===== config.mk =====
export PLATFORM = sky130hd
export DESIGN_NAME = muldiv_unit
export DESIGN_NICKNAME = d
export VERILOG_FILES = /design/src/rtl/muldiv_unit.sv
export SDC_FILE = /design/constraint.sdc
export NUM_CORES = 1
export LEC_CHECK = 0
export BUFFER_PORTS_ARGS = -buffer_cell sky130_fd_sc_hd__buf_4
export CORE_UTILIZATION = 38
export DETAILED_ROUTE_END_ITERATION = 7
export GPL_TIMING_DRIVEN = 0
export PLACE_DENSITY = 0.55
export REMOVE_ABC_BUFFERS = 1
export SYNTH_ARGS = -nofsm -noshare
export SYNTH_HDL_FRONTEND = slang
export SYNTH_SLANG_ARGS = --single-unit

===== constraint.sdc =====
create_clock -name CLK -period 3.8 [get_ports CLK]
set_clock_uncertainty 0.15 [all_clocks]
set_input_delay 1.14 -clock CLK [delete_from_list [all_inputs] [get_ports CLK]]
set_output_delay 1.14 -clock CLK [all_outputs]
set_load 0.05 [all_outputs]

===== src/rtl/muldiv_unit.sv =====
// -----------------------------------------------------------------------------
// muldiv_unit
//
// Iterative RV32M multiply/divide unit. It sits after the register file read
// ports and feeds the writeback path (WriteData/WriteRegister/RegWrite).
// Every operation takes a fixed 34 cycles:
//   accept edge k (IDLE) -> 32 iterations (RUN) -> result registered at k+33 (FINISH)
//
// Handshake: Start is sampled only while Busy=0. A rising edge with Start=1 in
// IDLE accepts the request and captures Funct3, Rd and both operands; Start
// while Busy=1 is ignored without side effects. Done is a single-cycle pulse
// that rises on the same edge Busy falls. Result/RdOut are valid while Done=1
// and hold until they are next overwritten. A Start held high during the Done
// cycle is accepted on the following edge.
//
// Ports:
//   CLK       in   1     rising-edge clock
//   RESET_N   in   1     asynchronous active-low reset
//   Start     in   1     request strobe
//   Funct3    in   3     000 MUL 001 MULH 010 MULHSU 011 MULHU
//                        100 DIV 101 DIVU 110 REM 111 REMU
//   OperandA  in   XLEN  rs1 (multiplicand / dividend)
//   OperandB  in   XLEN  rs2 (multiplier / divisor)
//   Rd        in   5     destination register index
//   Busy      out  1     operation in progress
//   Done      out  1     one-cycle completion pulse
//   Result    out  XLEN  result word
//   RdOut     out  5     Rd captured at accept
// -----------------------------------------------------------------------------
module muldiv_unit #(
    parameter int XLEN = 32
) (
    input  logic            CLK,
    input  logic            RESET_N,
    input  logic            Start,
    input  logic [2:0]      Funct3,
    input  logic [XLEN-1:0] OperandA,
    input  logic [XLEN-1:0] OperandB,
    input  logic [4:0]      Rd,
    output logic            Busy,
    output logic            Done,
    output logic [XLEN-1:0] Result,
    output logic [4:0]      RdOut
);

    localparam int CW = $clog2(XLEN);
    localparam logic [CW-1:0] LAST_ITER = CW'(XLEN - 1);
    localparam logic [CW-1:0] CNT_ONE   = CW'(1);

    localparam logic [2:0] F_MUL    = 3'b000;
    localparam logic [2:0] F_MULH   = 3'b001;
    localparam logic [2:0] F_MULHSU = 3'b010;
    localparam logic [2:0] F_MULHU  = 3'b011;
    localparam logic [2:0] F_DIV    = 3'b100;
    localparam logic [2:0] F_DIVU   = 3'b101;
    localparam logic [2:0] F_REM    = 3'b110;
    localparam logic [2:0] F_REMU   = 3'b111;

    typedef enum logic [1:0] {
        S_IDLE   = 2'd0,
        S_RUN    = 2'd1,
        S_FINISH = 2'd2
    } state_e;

    state_e              state_q, state_d;
    logic [2:0]          f3_q, f3_d;
    logic [XLEN-1:0]     a_q, a_d;        // |A|: multiplicand or dividend magnitude
    logic [XLEN-1:0]     b_q, b_d;        // |B|: divisor magnitude (mult. lives in acc)
    logic [2*XLEN-1:0]   acc_q, acc_d;    // product, or quotient in the low word
    logic [XLEN-1:0]     rem_q, rem_d;    // partial remainder
    logic [CW-1:0]       cnt_q, cnt_d;
    logic                a_neg_q, a_neg_d;
    logic                b_neg_q, b_neg_d;
    logic                div0_q, div0_d;
    logic                ovf_q, ovf_d;
    logic [XLEN-1:0]     result_q, result_d;
    logic [4:0]          rd_q, rd_d;
    logic                done_q, done_d;

    // Operand conditioning at accept
    logic                a_signed_in, b_signed_in;
    logic                a_neg_in, b_neg_in;
    logic [XLEN-1:0]     a_mag_in, b_mag_in;

    // Iteration datapath
    logic [XLEN:0]       mul_sum;
    logic [XLEN:0]       div_diff;
    logic                div_ge;

    // Sign-corrected results
    logic [2*XLEN-1:0]   prod_fix;
    logic [XLEN-1:0]     quot_fix;
    logic [XLEN-1:0]     rem_fix;
    logic [XLEN-1:0]     dividend_raw;

    always_comb begin
        a_signed_in = (Funct3 == F_MULH) || (Funct3 == F_MULHSU) ||
                      (Funct3 == F_DIV)  || (Funct3 == F_REM);
        b_signed_in = (Funct3 == F_MULH) || (Funct3 == F_DIV) || (Funct3 == F_REM);
        a_neg_in    = a_signed_in && OperandA[XLEN-1];
        b_neg_in    = b_signed_in && OperandB[XLEN-1];
        a_mag_in    = a_neg_in ? -OperandA : OperandA;
        b_mag_in    = b_neg_in ? -OperandB : OperandB;

        // Shift-add: the multiplier sits in the low word and is shifted out
        // as the partial product shifts in from the top.
        mul_sum = {1'b0, acc_q[2*XLEN-1:XLEN]} + (acc_q[0] ? {1'b0, a_q} : '0);

        // Restoring step over the 33-bit shifted remainder. The remainder is
        // always below the divisor, so the shifted value is below 2*divisor
        // and bit XLEN of the difference is a clean borrow flag.
        div_diff = {rem_q, acc_q[XLEN-1]} - {1'b0, b_q};
        div_ge   = ~div_diff[XLEN];

        prod_fix     = (a_neg_q ^ b_neg_q) ? -acc_q : acc_q;
        quot_fix     = (a_neg_q ^ b_neg_q) ? -acc_q[XLEN-1:0] : acc_q[XLEN-1:0];
        rem_fix      = a_neg_q ? -rem_q : rem_q;
        dividend_raw = a_neg_q ? -a_q : a_q;
    end

    always_comb begin
        state_d  = state_q;
        f3_d     = f3_q;
        a_d      = a_q;
        b_d      = b_q;
        acc_d    = acc_q;
        rem_d    = rem_q;
        cnt_d    = cnt_q;
        a_neg_d  = a_neg_q;
        b_neg_d  = b_neg_q;
        div0_d   = div0_q;
        ovf_d    = ovf_q;
        result_d = result_q;
        rd_d     = rd_q;
        done_d   = 1'b0;

        unique case (state_q)
            S_IDLE: begin
                if (Start) begin
                    f3_d    = Funct3;
                    rd_d    = Rd;
                    a_d     = a_mag_in;
                    b_d     = b_mag_in;
                    a_neg_d = a_neg_in;
                    b_neg_d = b_neg_in;
                    acc_d   = Funct3[2] ? {{XLEN{1'b0}}, a_mag_in}
                                        : {{XLEN{1'b0}}, b_mag_in};
                    rem_d   = '0;
                    cnt_d   = '0;
                    div0_d  = (OperandB == '0);
                    ovf_d   = ((Funct3 == F_DIV) || (Funct3 == F_REM)) &&
                              (OperandA == {1'b1, {(XLEN-1){1'b0}}}) &&
                              (OperandB == '1);
                    state_d = S_RUN;
                end
            end

            S_RUN: begin
                if (f3_q[2]) begin
                    rem_d = div_ge ? div_diff[XLEN-1:0] : {rem_q[XLEN-2:0], acc_q[XLEN-1]};
                    acc_d = {acc_q[2*XLEN-1:XLEN], acc_q[XLEN-2:0], div_ge};
                end else begin
                    acc_d = {mul_sum, acc_q[XLEN-1:1]};
                end
                cnt_d = cnt_q + CNT_ONE;
                if (cnt_q == LAST_ITER) begin
                    state_d = S_FINISH;
                end
            end

            S_FINISH: begin
                unique case (f3_q)
                    F_MUL:                     result_d = prod_fix[XLEN-1:0];
                    F_MULH, F_MULHSU, F_MULHU: result_d = prod_fix[2*XLEN-1:XLEN];
                    F_DIV, F_DIVU: begin
                        if (div0_q)     result_d = '1;
                        else if (ovf_q) result_d = {1'b1, {(XLEN-1){1'b0}}};
                        else            result_d = quot_fix;
                    end
                    F_REM, F_REMU: begin
                        if (div0_q)     result_d = dividend_raw;
                        else if (ovf_q) result_d = '0;
                        else            result_d = rem_fix;
                    end
                    default:           result_d = '0;
                endcase
                done_d  = 1'b1;
                state_d = S_IDLE;
            end

            default: state_d = S_IDLE;
        endcase
    end

    always_ff @(posedge CLK or negedge RESET_N) begin
        if (!RESET_N) begin
            state_q  <= S_IDLE;
            f3_q     <= '0;
            a_q      <= '0;
            b_q      <= '0;
            acc_q    <= '0;
            rem_q    <= '0;
            cnt_q    <= '0;
            a_neg_q  <= 1'b0;
            b_neg_q  <= 1'b0;
            div0_q   <= 1'b0;
            ovf_q    <= 1'b0;
            result_q <= '0;
            rd_q     <= '0;
            done_q   <= 1'b0;
        end else begin
            state_q  <= state_d;
            f3_q     <= f3_d;
            a_q      <= a_d;
            b_q      <= b_d;
            acc_q    <= acc_d;
            rem_q    <= rem_d;
            cnt_q    <= cnt_d;
            a_neg_q  <= a_neg_d;
            b_neg_q  <= b_neg_d;
            div0_q   <= div0_d;
            ovf_q    <= ovf_d;
            result_q <= result_d;
            rd_q     <= rd_d;
            done_q   <= done_d;
        end
    end

    assign Busy   = (state_q != S_IDLE);
    assign Done   = done_q;
    assign Result = result_q;
    assign RdOut  = rd_q;

endmodule

=== After elaboration in Yosys (flattened, before gate mapping) ===
Cells that the tools add are included.

* Logic and storage cells: 95
* Input bits: 75
* Output and inout port bits: 39
* Bits in registers: 212

* Reduce and logical (&&, ||, !) cells: 23
* Eq/ne operators: 20
* Add/subtract/negate cells: 9
* Mux-type cells: 26
* Bitwise operators: 2

{| class="wikitable"
|+ Operators with widths
! kind !! number
|-
| $mux W32 || 14
|-
| $mux W64 || 3
|-
| $neg A32 Y32 || 5
|-
| $pmux W32 S4 || 1
|-
| $pmux W64 S2 || 1
|-
| $eq A32 B32 Y1 const B || 2
|-
| $neg A64 Y64 || 1
|-
| $pmux W32 S2 || 1
|-
| $add A32 B32 Y33 || 1
|-
| $sub A33 B32 Y33 || 1
|-
| $logic_not A32 Y1 || 1
|-
| $eq A3 B3 Y1 const B || 6
|-
| $pmux W5 S2 || 1
|-
| $eq A3 B2 Y1 const B || 3
|-
| $ne A2 B2 Y1 const B || 4
|-
| $eq A3 B1 Y1 const B || 2
|-
| $logic_or A1 B1 Y1 || 6
|-
| $reduce_and A2 Y1 || 3
|-
| $reduce_and A3 Y1 || 2
|-
| $add A5 B1 Y5 const B || 1
|-
| $eq A5 B5 Y1 const B || 1
|-
| $mux W5 || 1
|-
| $logic_and A1 B1 Y1 || 4
|-
| $mux W2 || 2
|-
| other kinds (11) || 13
|}

=== Longest topological paths before layout ===
Gate-level depths: netlist of the first run.

* Word-level depth: 9
* Depth in mapped cells: 16
* Gate-level depth less buffers: 14

=== Worst setup path before layout of the first run ===
Ideal clock, no wire load.

* Kind: reg2reg
* Start point: register acc_q[0]
* End point: register acc_q[61]
* Data arrival time: 3604 ps
* Required time: 3563 ps
* Buffers on the path: 2
* Stages on the path, launching flop included: 17
* Period minus slack after synthesis: 3840 ps
* Slack: -40 ps
* Library setup time: 87 ps
* Cells stage by stage: dfrtp_1 clkbuf_1 clkbuf_1 inv_1 nor2_1 ha_1 inv_1 fa_1 nor2b_1 o2111ai_1 and3_1 or4b_2 a21boi_2 a21oi_1 o31ai_1 nand4b_1 o211ai_1

* Word-level cells in the longest chain between the ends: 4

{| class="wikitable"
|+ RTL lines
! item !! line !! text
|-
| from (decl) || 69 || <nowiki>logic [2*XLEN-1:0] acc_q, acc_d;</nowiki>
|-
| from (signal assigned) || 201 || <nowiki>acc_q <= '0;</nowiki>
|-
| from (signal assigned) || 216 || <nowiki>acc_q <= acc_d;</nowiki>
|-
| $mux W32 || 107 || <nowiki>mul_sum = {1'b0, acc_q[2*XLEN-1:XLEN]} + (acc_q[0] ? {1'b0, a_q} : '0);</nowiki>
|-
| $add A32 B32 Y33 || 107 ||
|-
| $mux W64 || 159 || <nowiki>if (f3_q[2]) begin</nowiki>
|-
| $pmux W64 S2 || 137 || <nowiki>unique case (state_q)</nowiki>
|}

No other way between the ends. The select of a mux whose other input is x is not followed.
A chain may end at the register's enable or synchronous reset.

=== Worst setup path in the final report of the first run ===
* Start point: register acc_q[31]
* End point: register result_q[21], in the netlist Result[21]

* Word-level cells in the longest chain between the ends: 3

{| class="wikitable"
|+ RTL lines
! item !! line !! text
|-
| $neg A64 Y64 || 115 || <nowiki>prod_fix = (a_neg_q ^ b_neg_q) ? -acc_q : acc_q;</nowiki>
|-
| $mux W64 || 115 ||
|-
| $pmux W32 S4 || 172 || <nowiki>unique case (f3_q)</nowiki>
|-
| to (signal assigned) || 223 || <nowiki>result_q <= result_d;</nowiki>
|-
| to (decl) || 76 || <nowiki>logic [XLEN-1:0] result_q, result_d;</nowiki>
|}

No other way between the ends.

==> impl_metrics.yaml, run 1 <==
timing:
  setup_viol_count_final: 0
  min_period_ps: 3730
  finalSetupTns_ps: 0
  rsz0062_at_grt: "false"
  drv_slew: 0
  finalHoldViolations: 0
  worst_pin_slew_ps: 1280
  max_slew_margin_pct: 14.5
  fin_crit_sh_pct: 98.1
  fmax_mhz: 268
global_routing:
  grt_usage_pct: 26.7
  antenna_found_initial: 0
  grt_pass1_vias: 16330
  gr-total-overflow: 0
  grt_max_degree: 105
  grt_pass1_wl_um: 98600
pwr:
  p_int_mw: 10.3
  p_total_mw: 20.8
  p_switching_mw: 10.4
  p_leak_nw: 8.58
  ir_drop_mv: 0.445
  combinationalPowerShare_pct: 62.3
  switching_share_pct: 50.2
  p_per_area_nw_per_um2: 1020
  pwr-share-clk_pct: 14.0
  seqPwrFrac_pct: 23.7
worst_setup_path:
  endpoint: "Result[21]"
  rr_endpoint: "Result[21]"
  arrival_ps: 4090
  reg2reg_depth: 9
  start_kind: "flop"
  startpoint: "acc_q[31]"
  critPathKind: "reg -> reg"
  regToRegSetupSlack_ps: 70
  cp_slowest_stage_delay_ps: 540
  crit_required_ps: 4160
  path_max_fanout: 5
  crit_path_cell_trace: "buf_4 > or4_1 > or3_1 > nor4_2 > nand2_1 > a311oi_1 > o22ai_1 > a211oi_1 > a21o_1"
  slowest_stage: "or4_1"
  end_kind: "flop"
  r2r_start: "acc_q[31]"
routing:
  via_per_inst: 5.88
  drtIter0Drc: 1442
  first_pass_iters: 6
  route.detailed.drc: 0
  vias: 16982
  routedWlPerCell_um: 22.0
  drt_wl_total_um: 63600
  ant_nets: 0
logic_synthesis:
  synth-seq-cells: 212
  synth-edff-count: 0
  yosysTopAreaCell: "dfrtp_1"
  synth_common_cells: "299 x nand2_1, 229 x o21ai_0, 212 x dfrtp_1"
  ys_seq_area_share_pct: 30.0
  async_flop_share_pct: 100
  yosysMostFrequentCell: "nand2_1"
  yosys.area.top_type_share_pct: 30.0
  synth_ff_type: "dfrtp_1"
  synthesis.area_um2: 17700
  synth_cell_types: 81
  ys_warn_count: 0
  synth_cells: 2225
  yosys-top-cells-area: "dfrtp_1 30%, o21ai_0 6.5%, nand2_1 6.3%, xor2_1 5.8%, xnor2_1 5.2%"
  syn_avg_cell_area_um2: 7.95
placement:
  io_buffer_count: 113
  gp_congestion: 0.942
  place_area_um2: 19100
  hpwl_um: 48100
worst_hold_path:
  min_path_type: "reg -> reg"
final_layout:
  finalInstanceArea_um2: 20500
  final_core_util_pct: 44.8
  num-fill-cells: 4599
  final_layout_size_suffix_gt1_share_pct: 11.5
  area_growth_pct: 15.7
  nNetsFinal: 2417
  diodes: 0
clocking:
  cts_tree: "built"
  numCtsBuffers: 27
  path_clk_slew_ps: 60
  cts.sinks: 212
  ctsHoldBuffers: 0
  clk_latency_ps: 590
  clockRootBuffer: "clkbuf_16"
  cts_buffer_depth: 3
  htree_levels: 1
outcome:
  outcome: "finished clean"
flow_run:
  maxCapViolCount: 0
floorplanning:
  die_y_um: 218
  core_area_um2: 45700
  rows: 78
  dieArea_um2: 47400
  pin_count: 114
  start_util_pct: 38.7
  fp.dieW_um: 218
[logic make-up (layout without fill, tap and decap cells)]
kind of cell	count (synthesis)	count (layout)	share of synthesized area [%]
AO/OA/AOI/OAI	676	676	23.8
XOR/XNOR	223	223	11.0
adder cells (fa/ha/maj)	74	74	5.32
buffers and inverters	193	256	4.19
flip-flops	212	212	30.0
multiplexers	87	87	4.97
AND/OR/NAND/NOR	760	760	20.7
[metal layers]
metal  track usage (%)  vias to the layer above  routed length (µm)
met2              41.1                      580               27700
met1              38.4                     8147               29700
met3              3.53                      117                3800
met5                 0                        -                   0
li1                  -                     8138                   -
met4              8.83                        0                2330
[worst min path at each step]
stage,slack (ps),endpoint,from,depth (start not counted)
after global placement,310,Result[12],Result[12],2
after detailed placement,320,b_q[31],b_q[31],2
final,330,RdOut[2],RdOut[2],2
after floorplan,300,cnt_q[3],cnt_q[3],1
after global routing,350,b_q[23],b_q[23],2
after CTS,330,b_q[31],b_q[31],2
[power groups by stage]
stage / logic (mW) / clock network [mW] / registers (mW)
after floorplan: 8.48 / 0 / 4.56
after global placement: 11.3 / 0 / 5.00
after detailed placement: 12.0 / 0 / 4.94
after CTS: 12.7 / 2.97 / 4.86
after global routing: 14.2 / 3.05 / 5.06
final: 13.0 / 2.91 / 4.92
[area by class of cell]
class	count	area, µm²	area share [%]
repair buffers	143	1280	6.24
multi-input cells	1820	11900	58.1
clock buffers	39	801	3.91
clock inverters	10	190	0.929
flip-flops and latches	212	5310	25.9
well taps	600	751	3.67
inverters	64	241	1.18
[what timing repair did]
action / in CTS / in global routing
gates cloned: 1 / 0
pin swaps: 7 / 5
setup endpoints to repair: 74 / 51
setup buffers: 14 / 1
resized for setup: 21 / 23
[critical path: cells and delay by family, from the launching register on]
family / cells / cell delay (ps)
flops: 1 / 430
buf+inv: 1 / 180
simple gates: 4 / 1680
compound gates: 4 / 1220
[stage by stage]
step	std cells	setup WS, ps	hold slack (ps)
after floorplan	2096	-1460	299
after global placement	2809	-3770	313
after detailed placement	2823	-1100	321
after CTS	2887	1.94	334
after global routing	2888	10.1	354
final	2888	72.8	328
[cell usage in the layout (no fill, tap or decap), drive strengths merged, types with 59 or more instances in the layout]
cell	count
xor2	118
dfrtp	212
inv	64
nand2	299
xnor2	105
nor2	138
mux2i	80
o21ai	231
ha	72
nor3	59
a21oi	163
buf	142
[sequential cells by signal (all words and copies together), names as in the netlist]
name / flops
acc_q: 64
Result: 32
a_q: 32
b_q: 32
rem_q: 32
RdOut: 5
cnt_q: 5
f3_q: 3
state_q: 2
Done: 1
a_neg_q: 1
b_neg_q: 1
div0_q: 1
ovf_q: 1
No activity file was read; power rests on OpenSTA's default activity.
==> run 2, diff against run 1 <==
ABC_AREA = 1   (was not set)
MAX_ROUTING_LAYER = met4   (was not set)
==> run 2 against run 1 <==
Final cell count grew 46%. Synthesized cell count up 56%. Critical endpoint is now rem_q[31]. Power grew 13%. Non-clock buffer count shrank 19. Global-route usage up 5.5 points.
==> impl_metrics.yaml, run 2 <==
outcome:
  outcome: "finished clean"
global_routing:
  grt_usage_pct: 32.2
  antenna_found_initial: 0
  gr-total-overflow: 0
  grt_pass1_vias: 21378
  grt_max_degree: 109
  grt_pass1_wl_um: 133000
logic_synthesis:
  yosys.area.top_type_share_pct: 25.4
  synth-edff-count: 0
  yosys-top-cells-area: "dfrtp_1 25%, nand2_1 19%, nand3_1 9.8%, nor2_1 7.5%, inv_1 6.8%"
  yosysMostFrequentCell: "nand2_1"
  ys_seq_area_share_pct: 25.4
  synth_cells: 3470
  synth-seq-cells: 212
  synthesis.area_um2: 20900
  synth_cell_types: 56
  syn_avg_cell_area_um2: 6.02
  async_flop_share_pct: 100
  yosysTopAreaCell: "dfrtp_1"
  ys_warn_count: 0
  synth_common_cells: "1045 x nand2_1, 418 x nor2_1, 410 x nand3_1"
  synth_ff_type: "dfrtp_1"
routing:
  first_pass_iters: 7
  routedWlPerCell_um: 21.0
  drt_wl_total_um: 88700
  ant_nets: 0
  via_per_inst: 5.58
  drtIter0Drc: 2657
  route.detailed.drc: 0
  vias: 23536
placement:
  gp_congestion: 1.03
  io_buffer_count: 113
  hpwl_um: 70400
  numPlacedInstances: 4171
pwr:
  p_leak_nw: 11.3
  p_per_area_nw_per_um2: 1010
  ir_drop_mv: 0.358
clocking:
  ctsHoldBuffers: 0
  cts_tree: "built"
  cts.sinks: 212
  htree_levels: 1
  numCtsBuffers: 27
  clockRootBuffer: "clkbuf_16"
  cts_buffer_depth: 3
  clk_latency_ps: 600
  path_clk_slew_ps: 60
final_layout:
  final_cell_mix: "1042 x nand2_1, 414 x nor2_1, 410 x nand3_1"
  final_cells: 4220
  diodes: 0
  regMostFlops: "acc_q"
  area_growth_pct: 11.6
  nNetsFinal: 3654
  largest_reg_flops: 64
  final_common_cell: "nand2_1"
  num-fill-cells: 5894
  final_layout_size_suffix_gt1_share_pct: 7.24
timing:
  finalHoldViolations: 0
  whs_ps: 177
  drv_slew: 0
  fmax_mhz: 275
  fin_crit_sh_pct: 95.7
  min_period_ps: 3640
  finalSetupTns_ps: 0
  rsz0062_at_grt: "false"
  setup_viol_count_final: 0
  worst_pin_slew_ps: 1220
  max_slew_margin_pct: 18.9
flow_run:
  maxCapViolCount: 0
worst_setup_path:
  crit_required_ps: 4120
  end_kind: "flop"
  path_max_fanout: 22
  critPathKind: "reg -> reg"
  start_kind: "flop"
  arrival_ps: 3960
floorplanning:
  start_util_pct: 38.7
  rows: 85
  die_y_um: 236
  core_area_um2: 54000
  fp.dieW_um: 236
  dieArea_um2: 55900
  pin_count: 114
worst_hold_path:
  min_path_type: "in -> async"
## run 2: changes by cell type after synthesis, moves of 34 or more
cell	before	now
and2_1	45	4
buf_2	6	40
clkbuf_1	114	58
inv_1	63	377
mux2i_1	80	0
nand2_1	299	1045
nand2b_1	39	1
nand3_1	31	410
nor2_1	138	418
o31ai_1	46	4
xnor2_1	105	21
xor2_1	118	59
## run 2: cell families (layout without fill, tap and decap cells)
group	Yosys count	count (layout)	share of synthesized area, %
fa+ha+maj	74	74	4.50
simple gates	2044	2044	41.6
buf+inv	510	564	9.70
xor+xnor	80	80	3.35
flops	212	212	25.4
compound gates	550	550	15.5
## run 2: final cells by class
cell class                      count  area, µm²  share of cell area, %
Tap cell                          696        871                   3.73
Timing Repair Buffer              124       1070                   4.58
Multi-Input combinational cell   2748      13600                   58.3
Clock inverter                     13        215                  0.923
Sequential cell                   212       5310                   22.8
Inverter                          392       1500                   6.41
Clock buffer                       35        756                   3.24
## run 2: final timing paths
check / startpoint / end / slack, ps / depth (start not counted)
worst max-delay path: acc_q[31] / rem_q[31] / 160 / 17
worst min-delay path: RESET_N / rem_q[6] / 180 / 1
worst max register to register: acc_q[31] / rem_q[31] / 160 / 17
worst min register to register: Result[0] / Result[0] / 330 / 2
max in group asynchronous: RESET_N / a_neg_q / 2040 / 3
min in group CLK: Result[0] / Result[0] / 330 / 2
## run 2: worst max-delay path, cell delays in order, from the launching register on
cell	delay [ps]
dfrtp_1	520
inv_1	310
ha_1	320
fa_1	400
inv_1	70
nand3_1	70
nand2_2	140
nand2_1	80
nand2_2	100
nand3_2	80
nand2_2	150
nand3b_4	120
nand2_2	90
nand2_2	280
nand2_4	340
nand2_1	100
nand3_1	120
nand2_1	60
## run 2: power breakdown
group / switching [mW] / total (mW) / internal (mW)
clock network: 1.13 / 2.87 / 1.74
logic: 10.8 / 15.7 / 4.91
registers: 1.68 / 4.92 / 3.24
total: 13.6 / 23.5 / 9.89
## run 2: metal layers
layer | vias to the layer above | GRT usage, % | wire length, µm
li1 | 11483 | - | -
met1 | 10988 | 47.6 | 42200
met2 | 953 | 44.3 | 35700
met3 | 112 | 6.07 | 8150
met4 | 0 | 8.36 | 2620
met5 | - | - | 0
## run 2: what timing repair did
| item | CTS | global route |
|---|---|---|
| setup buffers | 1 | 0 |
| endpoints found under the setup margin | 30 | 59 |
| pin swaps | 0 | 0 |
| gates resized for setup | 3 | 9 |
## run 2: stage by stage
| step | setup slack [ps] | power [mW] | cell area [µm²] | util [%] |
|---|---|---|---|---|
| floorplan | -3170 | 14.9 | 20300 | - |
| global placement | -6990 | 20.1 | 22100 | 40.8 |
| finish | 162 | 23.5 | 23300 | 43.2 |
| global route | 13.8 | 25.4 | 23300 | 43.2 |
| detailed placement | -572 | 20.1 | 22300 | 41.3 |
| CTS | 47.9 | 23.1 | 23300 | 43.1 |
